`src/rtl/sysram_arbiter.sv`:
```
// SysRAM arbiter: two masters (0 = instruction fetch, 1 = data) share one
// single-port SysRAM. The arbiter accepts one access per cycle and returns each
// response one cycle later. Uncontended requests are granted directly; contended
// requests alternate round-robin. The data master can hold a bounded lock to keep
// a read-modify-write sequence contiguous.
module sysram_arbiter #(
   parameter int unsigned ADDR_W   = 12,
   parameter int unsigned LOCK_MAX = 4    // 1..15
) (
   input  logic              clock,
   input  logic              reset,

   // Master 0: instruction fetch
   input  logic              m0_req_valid,
   output logic              m0_req_ready,
   input  logic [ADDR_W-1:0] m0_req_addr,
   input  logic [3:0]        m0_req_wstrb,
   input  logic [31:0]       m0_req_wdata,
   output logic              m0_resp_valid,
   output logic [31:0]       m0_resp_rdata,

   // Master 1: data
   input  logic              m1_req_valid,
   output logic              m1_req_ready,
   input  logic [ADDR_W-1:0] m1_req_addr,
   input  logic [3:0]        m1_req_wstrb,
   input  logic [31:0]       m1_req_wdata,
   input  logic              m1_req_lock,
   output logic              m1_resp_valid,
   output logic [31:0]       m1_resp_rdata,

   // SysRAM command port
   output logic              ram_en,
   output logic [3:0]        ram_we,
   output logic [ADDR_W-1:0] ram_addr,
   output logic [31:0]       ram_wdata,
   input  logic [31:0]       ram_rdata
);

   typedef enum logic {UNLOCKED, LOCKED} lock_state_t;

   // A lock of length 1 is just a normal grant, so the FSM never enters LOCKED.
   localparam bit        LockEnable = (LOCK_MAX > 1);
   localparam logic [4:0] LockMax5  = 5'(LOCK_MAX);

   lock_state_t lock_state;
   logic [3:0]  lock_cnt;
   logic        last_grant;   // 1 = master 1 was granted last
   logic        grant0;
   logic        grant1;
   logic        resp_valid0;
   logic        resp_valid1;
   logic        resp_read0;
   logic        resp_read1;
   logic [4:0]  lock_cnt_inc;

   assign lock_cnt_inc = {1'b0, lock_cnt} + 5'd1;

   // Grant decision; gating on reset keeps ready and the RAM command low
   // asynchronously while reset is held.
   always_comb begin
      grant0 = 1'b0;
      grant1 = 1'b0;
      if (reset) begin
         if (lock_state == LOCKED) begin
            grant1 = m1_req_valid;
         end else if (m0_req_valid && m1_req_valid) begin
            grant0 = last_grant;
            grant1 = ~last_grant;
         end else begin
            grant0 = m0_req_valid;
            grant1 = m1_req_valid;
         end
      end
   end

   assign m0_req_ready = grant0;
   assign m1_req_ready = grant1;

   // RAM command is driven from the accepted master only in the accept cycle.
   always_comb begin
      ram_en    = grant0 | grant1;
      ram_we    = '0;
      ram_addr  = '0;
      ram_wdata = '0;
      if (grant0) begin
         ram_we    = m0_req_wstrb;
         ram_addr  = m0_req_addr;
         ram_wdata = m0_req_wdata;
      end else if (grant1) begin
         ram_we    = m1_req_wstrb;
         ram_addr  = m1_req_addr;
         ram_wdata = m1_req_wdata;
      end
   end

   // Lock FSM with round-robin history; last_grant resets to 1 so m0 wins first.
   always_ff @(posedge clock or negedge reset) begin
      if (!reset) begin
         lock_state <= UNLOCKED;
         lock_cnt   <= '0;
         last_grant <= 1'b1;
      end else begin
         if (grant0 || grant1) begin
            last_grant <= grant1;
         end
         unique case (lock_state)
            UNLOCKED: begin
               if (LockEnable && grant1 && m1_req_lock) begin
                  lock_state <= LOCKED;
                  lock_cnt   <= 4'd1;
               end
            end
            LOCKED: begin
               if (!m1_req_valid || !m1_req_lock) begin
                  // Master 1 went idle or asked for its last locked access.
                  lock_state <= UNLOCKED;
                  lock_cnt   <= '0;
               end else if (lock_cnt_inc >= LockMax5) begin
                  // Forced release: hand the next contended cycle to m0.
                  lock_state <= UNLOCKED;
                  lock_cnt   <= '0;
                  last_grant <= 1'b1;
               end else begin
                  lock_cnt <= lock_cnt_inc[3:0];
               end
            end
            default: begin
               lock_state <= UNLOCKED;
               lock_cnt   <= '0;
            end
         endcase
      end
   end

   // Response tracking: one cycle after accept; reset drops anything in flight.
   always_ff @(posedge clock or negedge reset) begin
      if (!reset) begin
         resp_valid0 <= 1'b0;
         resp_valid1 <= 1'b0;
         resp_read0  <= 1'b0;
         resp_read1  <= 1'b0;
      end else begin
         resp_valid0 <= grant0;
         resp_valid1 <= grant1;
         resp_read0  <= grant0 && (m0_req_wstrb == 4'h0);
         resp_read1  <= grant1 && (m1_req_wstrb == 4'h0);
      end
   end

   assign m0_resp_valid = resp_valid0;
   assign m1_resp_valid = resp_valid1;
   assign m0_resp_rdata = resp_read0 ? ram_rdata : 32'h0;
   assign m1_resp_rdata = resp_read1 ? ram_rdata : 32'h0;

endmodule

```
`config.mk`:
```
export PLATFORM = sky130hd
export DESIGN_NAME = sysram_arbiter
export DESIGN_NICKNAME = d
export VERILOG_FILES = /design/src/rtl/sysram_arbiter.sv
export SDC_FILE = /design/constraint.sdc
export NUM_CORES = 1
export LEC_CHECK = 0
export ABC_AREA = 1
export CORE_AREA = 2 2 98 100
export DETAILED_ROUTE_END_ITERATION = 8
export DIE_AREA = 0 0 100 102
export PLACE_DENSITY = 0.66
export SYNTH_ARGS = -nofsm -noshare
export SYNTH_HDL_FRONTEND = slang
export SYNTH_SLANG_ARGS = --single-unit
export TNS_END_PERCENT = 30
```
`constraint.sdc`:
```
create_clock -name clock -period 1.7 [get_ports clock]
set_input_delay 0.255 -clock clock [delete_from_list [all_inputs] [get_ports clock]]
set_output_delay 0.255 -clock clock [all_outputs]
set_load 0.01 [all_outputs]
```
======== Word-level counts from Yosys, hierarchy flattened ========
Cells that the tools add are included.
storage, ports and cells
  flip-flop bits (word level) ............. 10
cells by class
  $add $sub $neg .......................... 1
  order comparisons ....................... 1
  equal/unequal tests ..................... 1
  muxes and demuxes ....................... 26
  bitwise gates (word level) .............. 3
  reductions and logical operators ........ 10
operators with widths
  cell                                                                                 number
  32-bit 2-to-1 mux                                                                    4
  12-bit 2-to-1 mux                                                                    2
  4-bit 2-to-1 mux                                                                     5
  1-bit 2-to-1 mux                                                                     13
  4-bit zero test                                                                      2
  4-bit case mux with 2 select lines                                                   1
  4-bit by 1-bit adder with 5-bit output, second input constant                        1
  5-bit by 3-bit greater-or-equal comparator with 1-bit output, second input constant  1
  1-bit logical AND                                                                    4
  1-bit zero test                                                                      2
  1-bit logical OR                                                                     2
  2-bit inequality test, second input constant                                         1
  1-bit NOT                                                                            2
  1-bit case mux with 2 select lines                                                   1
  1-bit bitwise OR                                                                     1

======== Depth between registers and ports, before layout ========
Gate-level depths: netlist (run 1).
  depth in word-level cells ............... 9
  gate-level depth with buffers ........... 8

======== Worst setup path after synthesis (run 1) ========
OpenSTA, ideal clock, no wires.
  path type ............................... register to output
  from .................................... reg last_grant
  to ...................................... out ram_addr[0]
  arrival time ............................ 1135 ps
  slack ................................... 310 ps
  stages on the path, launching flop included .. 8
  path buffers ............................ 2
  cell sequence ........................... dfstp_2 -> nand3_1 -> nand2_2 -> inv_2 -> buf_6 -> buf_6 -> nand2_1 -> nand2_1
between the ends
  word-level cells in the longest chain between the ends .. 6
ends and longest elaborated chain
  item                      line  RTL
  start: declaration        48    logic last_grant;
  start signal: assignment  105   last_grant <= grant1;
  1-bit NOT                 69    grant1 = ~last_grant;
  1-bit 2-to-1 mux          67    end else if (m0_req_valid && m1_req_valid) begin
  1-bit 2-to-1 mux          65    if (lock_state == LOCKED) begin
  1-bit 2-to-1 mux          64    if (reset) begin
  12-bit 2-to-1 mux         90    end else if (grant1) begin
  12-bit 2-to-1 mux *       86    if (grant0) begin
  end: declaration          35    output logic [ADDR_W-1:0] ram_addr,
Every way passes the cells marked *; elsewhere a longest branch is shown, timed or not.

======== Worst setup path after layout (run 1) ========
  from .................................... reg last_grant
  to ...................................... out ram_wdata[28]
between the ends
  word-level cells in the longest chain between the ends .. 6
ends and longest elaborated chain
  item                 line  RTL
  1-bit NOT            69
  1-bit 2-to-1 mux     67
  1-bit 2-to-1 mux     65
  1-bit 2-to-1 mux     64
  32-bit 2-to-1 mux    90
  32-bit 2-to-1 mux *  86
  end: declaration     36    output logic [31:0] ram_wdata,
Marked as above.

==> results of run 1 <==
## worst max-delay path: stages (launching register included)
cell	delay, ns
dfstp_2	0.54
inv_2	0.04
nand2_2	0.07
nand2_4	0.07
inv_8	0.09
buf_8	0.13
buf_16	0.12
nand2_2	0.05
nand2_2	0.07
buf_6	0.10
## where the power goes
part	internal, mW	switching, mW
clock	0.164	0.0933
sequential	0.293	0.0409
combinational	0.813	0.657
## registers in the layout (all words and copies together) (netlist names)
register / cells
lock_state: 1
resp_read1: 1
lock_cnt: 4
m1_resp_valid: 1
resp_read0: 1
last_grant: 1
m0_resp_valid: 1
## worst max-delay path by stage
stage / start / end / slack, ns / depth (start not counted)
global placement: reset / ram_wdata[23] / -0.60 / 8
CTS: lock_state / ram_wdata[22] / -0.11 / 9
finish: last_grant / ram_wdata[28] / -0.09 / 9
detailed placement: reset / ram_wdata[2] / -0.62 / 8
global route: lock_state / ram_wdata[17] / -0.15 / 9
floorplan: last_grant / ram_addr[0] / 0.31 / 7
## metal layers
layer  up-vias  wire length (um)  GRT usage
met5         -                 0          0
met4         0               193     0.0379
met3        17               900     0.0335
met2       162              4800      0.320
met1      1268              3250      0.174
li1       1491                 -          -
## placed cells by master (no fill, tap or decap)
cell | Yosys | layout
buf_6 | 7 | 9
nand2_2 | 1 | 20
buf_12 | 0 | 7
buf_8 | 0 | 1
dlymetal6s2s_1 | 0 | 10
dlygate4sd2_1 | 0 | 57
nor4_1 | 1 | 1
nand3b_1 | 1 | 1
dfstp_2 | 1 | 1
clkbuf_2 | 0 | 1
inv_8 | 0 | 2
nand3_2 | 0 | 1
buf_4 | 0 | 14
dfrtp_1 | 9 | 9
inv_1 | 73 | 72
o21ai_1 | 0 | 2
nor2_1 | 4 | 4
buf_16 | 0 | 4
ha_1 | 2 | 2
o21ai_2 | 0 | 1
a21boi_0 | 1 | 1
or2_2 | 1 | 1
o21ai_0 | 4 | 1
nor3_1 | 1 | 1
clkdlybuf4s50_1 | 0 | 131
nand2_4 | 1 | 5
clkbuf_8 | 0 | 3
inv_2 | 3 | 2
clkbuf_1 | 6 | 1
nand2_1 | 219 | 196
buf_2 | 3 | 41
and3_4 | 1 | 1
o211ai_1 | 1 | 1
nand3_1 | 4 | 3
## per-stage QoR
step	hold WS [ns]	std cells
2_1_floorplan	-0.0406	344
3_3_place_gp	0.484	705
3_5_place_dp	0.498	705
4_1_cts	0.107	718
5_1_grt	0.116	718
6_report	0.111	718
## cells by family after synthesis
group,synth area share
and+or+nand+nor,0.561
buffers and inverters,0.247
DFF,0.155
AOI/OAI and AO/OA,0.0216
adders and majority gates,0.0154
## cell type report
class	instances	area (um2)
well taps	111	139
inverters	76	300
flip-flops and latches	10	251
repair buffers	275	2620
clock buffers	4	45.0
multi-input cells	242	1060
fillers	958	4700
## timing repair
action,in CTS,in global routing
gates cloned,5,0
pin swaps,5,7
endpoints found under the setup margin,105,60
gates resized for setup,296,32
buffers inserted,5,1
hold buffers,0,0
==> impl_metrics.json, run 1 <==
{
  "vdd_ir_drop_max_mv": 0.319,
  "ys_types": 21,
  "setup-tns-final_ns": -1.43,
  "die_h_um": 102,
  "hp-class": "primary input to asynchronous set/reset pin",
  "cts_buffers": 3,
  "pre_cts_slack_ns": -0.622,
  "routed_wl_um": 9140,
  "clk_latency_ns": 0.24,
  "vias_per_cell": 4.09,
  "drive_gt1_frac": 0.188,
  "cp_max_fo": 7,
  "hpwlAfterDp_um": 7430,
  "gp_congestion": 0.778,
  "cap_violations": 0,
  "failed_checks": "setup timing",
  "max-slew-margin-rel": 0.859,
  "setup_ws_ns": -0.0861,
  "reg2reg_to": "lock_state",
  "yosysTopAreaCell": "nand2_1",
  "ys_async_sr_fraction": 1.00,
  "max_freq_mhz": 560,
  "dr.first_iter.drc_count": 90,
  "netlist_top_cells_count": "219 x nand2_1, 73 x inv_1, 9 x dfrtp_1",
  "finalMaxSlewViolations": 0,
  "tightest_slew_ns": 0.210,
  "synth-warning-count": 0,
  "drc_errors": 0,
  "finalPower_mw": 2.06,
  "startpoint_type": "flop",
  "yosys-top-cells-area": "nand2_1 51%, inv_1 17%, dfrtp_1 14%",
  "synth_nets": 479,
  "period_minus_slack_ns": 1.79,
  "numPortBuffers": 249,
  "setup_viol": 23,
  "worstSetupEndpointType": "output port",
  "wl_per_cell_um": 12.7,
  "antenna_found_initial": 0,
  "core_mm2": 0.00911,
  "layout.nets": 743,
  "grt_pass1_wl_um": 13400,
  "clock_path_buffers": 2,
  "row_count": 35,
  "cts_sinks": 10,
  "placed_area_mm2": 0.00434,
  "h-tree-depth": 1,
  "synth_ff_type": "dfrtp_1",
  "synth_edf_count": 0,
  "final_antenna_net_count": 0,
  "grt_pass1_vias": 2851,
  "synth_cells": 344,
  "status": "complete, but fails checks",
  "r2r-start": "lock_cnt[0]",
  "start_util": 0.178,
  "syn_to_final_growth_pct": 172,
  "dieArea_mm2": 0.0102,
  "worst_ep_required_time_ns": 1.44,
  "grt_usage": 0.161,
  "num_vias": 2938,
  "r2r_slack_ns": 0.31,
  "p_leak_nw": 3.05,
  "cts-root-buf": "clkbuf_8",
  "cellPowerDensity_mw_per_mm2": 467,
  "cts_tree": "yes",
  "synth.top_cell.area_share": 0.506,
  "synth_area_mm2": 0.00162,
  "grt_max_degree": 33,
  "r2r_cells": 5,
  "cp.arrival_ns": 1.53,
  "die_w_um": 100,
  "io_pins": 250,
  "num_antenna_cells": 0,
  "avgSynthCellArea_um2": 4.72,
  "first_pass_iters": 4,
  "rsz0062_at_grt": "yes",
  "yosys.cell_count.top_type": "nand2_1",
  "ys_seq_area_frac": 0.155,
  "final_area_mm2": 0.00441,
  "min_period_over_period": 1.05,
  "grt-ovfl-total": 0,
  "final_util": 0.484,
  "synth_seq_cells": 10,
  "cts.clk_slew.worst_paths_ns": 0.04,
  "finClkSkew_ns": 0.00470,
  "hold_viol": 0,
  "crit_type": "flop to output port"
}
Power figures use the tool's default switching activity.
==> inputs of run 2 (changes only) <==
- clock period: 1.7 -> 1.9 ns (I/O delays scaled with it)
==> impl_metrics.json, run 2 (synthesis results as in run 1) <==
{
  "cts_sinks": 10,
  "setup_viol": 0,
  "swShare": 0.370,
  "grt_most_used_layer": "met2",
  "placed_area_mm2": 0.00432,
  "p_leak_nw": 2.57,
  "cts_tree": "yes",
  "numPortBuffers": 249,
  "tightest_slew_ns": 0.213,
  "syn_to_final_growth_pct": 167,
  "core_mm2": 0.00911,
  "cts_buffers": 3,
  "regMostFlops": "lock_cnt",
  "cellPowerDensity_mw_per_mm2": 408,
  "min_period_over_period": 0.984,
  "clkPwrFrac": 0.131,
  "dieArea_mm2": 0.0102,
  "largest_register_ffs": 4,
  "dpl.cell_count": 702,
  "crit_type": "flop to output port",
  "whs_ns": 0.165,
  "pre_cts_slack_ns": -0.502,
  "grt-ovfl-total": 0,
  "worstSetupEndpointType": "output port",
  "power_frac_seq": 0.166,
  "fillers": 930,
  "first_pass_iters": 4,
  "final_util": 0.477,
  "worst_ep_required_time_ns": 1.62,
  "routed_wl_um": 8790,
  "cp.arrival_ns": 1.59,
  "start_util": 0.178,
  "status": "complete, no violations",
  "antenna_found_initial": 0,
  "drive_gt1_frac": 0.123,
  "power.internal_mw": 1.12,
  "num_vias": 2874,
  "wl_per_cell_um": 12.3,
  "layout.nets": 739,
  "final_common_cell": "nand2_1",
  "max-slew-margin-rel": 0.857,
  "finalMaxSlewViolations": 0,
  "fin_cells": 714,
  "p_comb_frac": 0.703,
  "finClkSkew_ns": 0.00994,
  "switchingPower_uw": 656,
  "dr.first_iter.drc_count": 52,
  "clock_path_buffers": 2,
  "setup-tns-final_ns": 0,
  "rsz0062_at_grt": "yes",
  "io_pins": 250,
  "cts.clk_slew.worst_paths_ns": 0.04,
  "max_freq_mhz": 535,
  "cts-root-buf": "clkbuf_8",
  "grt_pass1_wl_um": 12900,
  "cp_max_fo": 12,
  "h-tree-depth": 1,
  "vdd_ir_drop_max_mv": 0.244,
  "r2r-start": "lock_cnt[0]",
  "hpwlAfterDp_um": 7240,
  "row_count": 35,
  "die_h_um": 102,
  "num_antenna_cells": 0,
  "hp-class": "primary input to asynchronous set/reset pin",
  "r2r_slack_ns": 0.52,
  "final_cell_mix": "219 x nand2_1, 195 x clkdlybuf4s50_1, 73 x inv_1, 33 x buf_2",
  "grtUsageMet2": 0.307,
  "drc_errors": 0,
  "grt_pass1_vias": 2718,
  "final_area_mm2": 0.00434,
  "cap_violations": 0,
  "reg2reg_to": "lock_state",
  "grt_usage": 0.158,
  "r2r_cells": 5,
  "hold_viol": 0,
  "clk_latency_ns": 0.24,
  "die_w_um": 100,
  "startpoint_type": "flop",
  "period_minus_slack_ns": 1.87,
  "vias_per_cell": 4.03,
  "grt_max_degree": 33,
  "gp_congestion": 0.779,
  "met3_usage": 0.0492,
  "setup_ws_ns": 0.0300,
  "finalPower_mw": 1.77,
  "use_met1": 0.163,
  "final_antenna_net_count": 0
}
## run 2: changes by cell type in the layout (fill, tap and decap cells not counted), moves of 4 or more
cell and delta:
buf_16 -4, buf_2 -8, buf_6 -7, bufbuf_16 +4, clkbuf_2 +4, clkdlybuf4s50_1 +64
dlygate4sd2_1 -45, dlymetal6s2s_1 -10, nand2_1 +23, nand2_2 -19, nand2_4 -4
## run 2: layout make-up
type                    count  area [um2]  area share
inverters                  76         295      0.0680
multi-input cells         242         971       0.224
repair buffers            271        2640       0.608
flip-flops and latches     10         251      0.0579
well taps                 111         139      0.0320
clock buffers               4        45.0      0.0104
## run 2: how the worst max path moves through the flow
stage / from / endpoint / slack, ns / cells after the start
finish: last_grant / ram_wdata[22] / 0.03 / 8
global route: lock_state / ram_wdata[24] / -0.05 / 8
CTS: last_grant / ram_we[2] / -0.11 / 7
detailed placement: reset / ram_wdata[16] / -0.50 / 8
global placement: reset / ram_wdata[23] / -0.46 / 8
floorplan: last_grant / ram_addr[0] / 0.48 / 7
## run 2: power by group through the flow
stage,logic (mW),registers (mW),clock network [mW]
detailed placement,1.23,0.298,0
global route,1.36,0.300,0.242
finish,1.25,0.295,0.232
floorplan,0.460,0.296,0
CTS,1.23,0.295,0.236
global placement,1.22,0.296,0
## run 2: metal layers
metal  routed length [um]  vias to the layer above
li1                     -                     1481
met1                 3120                     1227
met4                  106                        0
met5                    0                        -
met2                 4610                      158
met3                  948                        8
## run 2: repair_timing
item | in CTS | in global routing
pin swaps | 0 | 1
gates resized for setup | 166 | 16
hold buffers | 0 | 0
setup buffers | 2 | 2
endpoints found under the setup margin | 51 | 42
gates cloned | 4 | 0
## run 2: critical path, stage by stage, from the launching register on
cell and delay [ns]:
dfstp_2 0.52, inv_1 0.05, nand2_1 0.09, nand2_4 0.08, inv_8 0.08, bufbuf_16 0.27
nand2_1 0.05, nand2_1 0.06, buf_2 0.13
==> inputs of run 3 (changes only) <==
- TNS_END_PERCENT: 30 -> 100
==> impl_metrics.json, run 3 (synthesis results as in run 1) <==
{
  "status": "complete, no violations",
  "finalMaxSlewViolations": 0,
  "h-tree-depth": 1,
  "hold_viol": 0,
  "max_freq_mhz": 537,
  "grt_pass1_wl_um": 13000,
  "final_util": 0.480,
  "cts-root-buf": "clkbuf_8",
  "cts.clk_slew.worst_paths_ns": 0.04,
  "core_mm2": 0.00911,
  "hpwlAfterDp_um": 7240,
  "vias_per_cell": 3.99,
  "final_cell_mix": "219 x nand2_1, 195 x clkdlybuf4s50_1, 73 x inv_1, 33 x buf_2, 13 x buf_4",
  "largest_register_ffs": 4,
  "cap_violations": 0,
  "p_leak_nw": 2.58,
  "cts_sinks": 10,
  "syn_to_final_growth_pct": 169,
  "rsz0062_at_grt": "yes",
  "hp-class": "primary input to asynchronous set/reset pin",
  "dieArea_mm2": 0.0102,
  "final_antenna_net_count": 0,
  "die_h_um": 102,
  "setup_viol": 0,
  "r2r-start": "lock_cnt[0]",
  "crit_type": "flop to output port",
  "startpoint_type": "flop",
  "num_vias": 2857,
  "final_common_cell": "nand2_1",
  "grt_pass1_vias": 2708,
  "final_area_mm2": 0.00437,
  "max-slew-margin-rel": 0.857,
  "dpl.cell_count": 702,
  "wl_per_cell_um": 12.4,
  "worstSetupEndpointType": "output port",
  "setup_ws_ns": 0.0372,
  "finClkSkew_ns": 0.00998,
  "layout.nets": 741,
  "clk_latency_ns": 0.24,
  "cp.arrival_ns": 1.58,
  "placed_area_mm2": 0.00432,
  "period_minus_slack_ns": 1.86,
  "pre_cts_slack_ns": -0.502,
  "row_count": 35,
  "cts_buffers": 3,
  "fin_cells": 716,
  "vdd_ir_drop_max_mv": 0.244,
  "grt_max_degree": 33,
  "regMostFlops": "lock_cnt",
  "routed_wl_um": 8860,
  "grt_usage": 0.158,
  "cp_max_fo": 10,
  "first_pass_iters": 4,
  "numPortBuffers": 249,
  "tightest_slew_ns": 0.212,
  "die_w_um": 100,
  "cp-startpoint": "last_grant",
  "dr.first_iter.drc_count": 64,
  "num_antenna_cells": 0,
  "cellPowerDensity_mw_per_mm2": 410,
  "drive_gt1_frac": 0.126,
  "cts_tree": "yes",
  "min_period_over_period": 0.980,
  "finalPower_mw": 1.79,
  "clock_path_buffers": 2,
  "antenna_found_initial": 0,
  "drc_errors": 0,
  "start_util": 0.178,
  "gp_congestion": 0.779,
  "worst_ep_required_time_ns": 1.62,
  "io_pins": 250,
  "grt-ovfl-total": 0
}
## run 3: area by class of cell
cell class	instances	area (um2)
Fill cell	936	4740
Clock buffer	4	45.0
Timing Repair Buffer	273	2670
Multi-Input combinational cell	242	971
Sequential cell	10	251
Inverter	76	295
Tap cell	111	139
## run 3: worst paths after layout
kind	endpoint	slack, ns	depth (start not counted)
max	ram_wdata[12]	0.04	8
min	m1_resp_valid	0.17	2
max reg2reg	lock_state	0.52	5
min reg2reg	lock_cnt[3]	0.50	2
max in group asynchronous	last_grant	1.48	2
min in group clock	lock_cnt[3]	0.50	2
## run 3: stage by stage
stage | hold slack [ns] | setup TNS (ns)
3_3_place_gp | 0.488 | -21.17
3_5_place_dp | 0.500 | -23.07
5_1_grt | 0.163 | -0.701
2_1_floorplan | -0.0106 | 0
4_1_cts | 0.153 | -0.121
6_report | 0.165 | 0
## run 3: worst max-delay path, stage by stage (launching register included)
cell       delay (ns)
dfstp_2          0.52
inv_1            0.05
nand2_1          0.09
nand2_4          0.08
inv_8            0.08
bufbuf_16        0.26
nand2_1          0.07
nand2_1          0.06
buf_2            0.12
## run 3: timing repair
action | in CTS | in global routing
resized for setup | 163 | 21
cloned | 4 | 1
buffers inserted | 3 | 2
pin swaps | 1 | 0
hold buffers | 0 | 0
endpoints found under the setup margin | 51 | 44
## run 3: routing by layer
metal | routed length, um | share of wire | track usage | vias up
met5 | 0 | 0 | 0 | -
met4 | 106 | 0.012 | 0.0400 | 0
met3 | 993 | 0.11 | 0.0492 | 8
met2 | 4640 | 0.52 | 0.310 | 159
met1 | 3110 | 0.35 | 0.164 | 1206
li1 | - | - | - | 1484
## run 3: power breakdown
| group | leakage, nW | switching, mW | internal (mW) |
|---|---|---|---|
| logic | 2.43 | 0.547 | 0.719 |
| registers | 0.132 | 0.0330 | 0.262 |
| clock network | 0.0228 | 0.0850 | 0.147 |
| total | 2.58 | 0.665 | 1.13 |
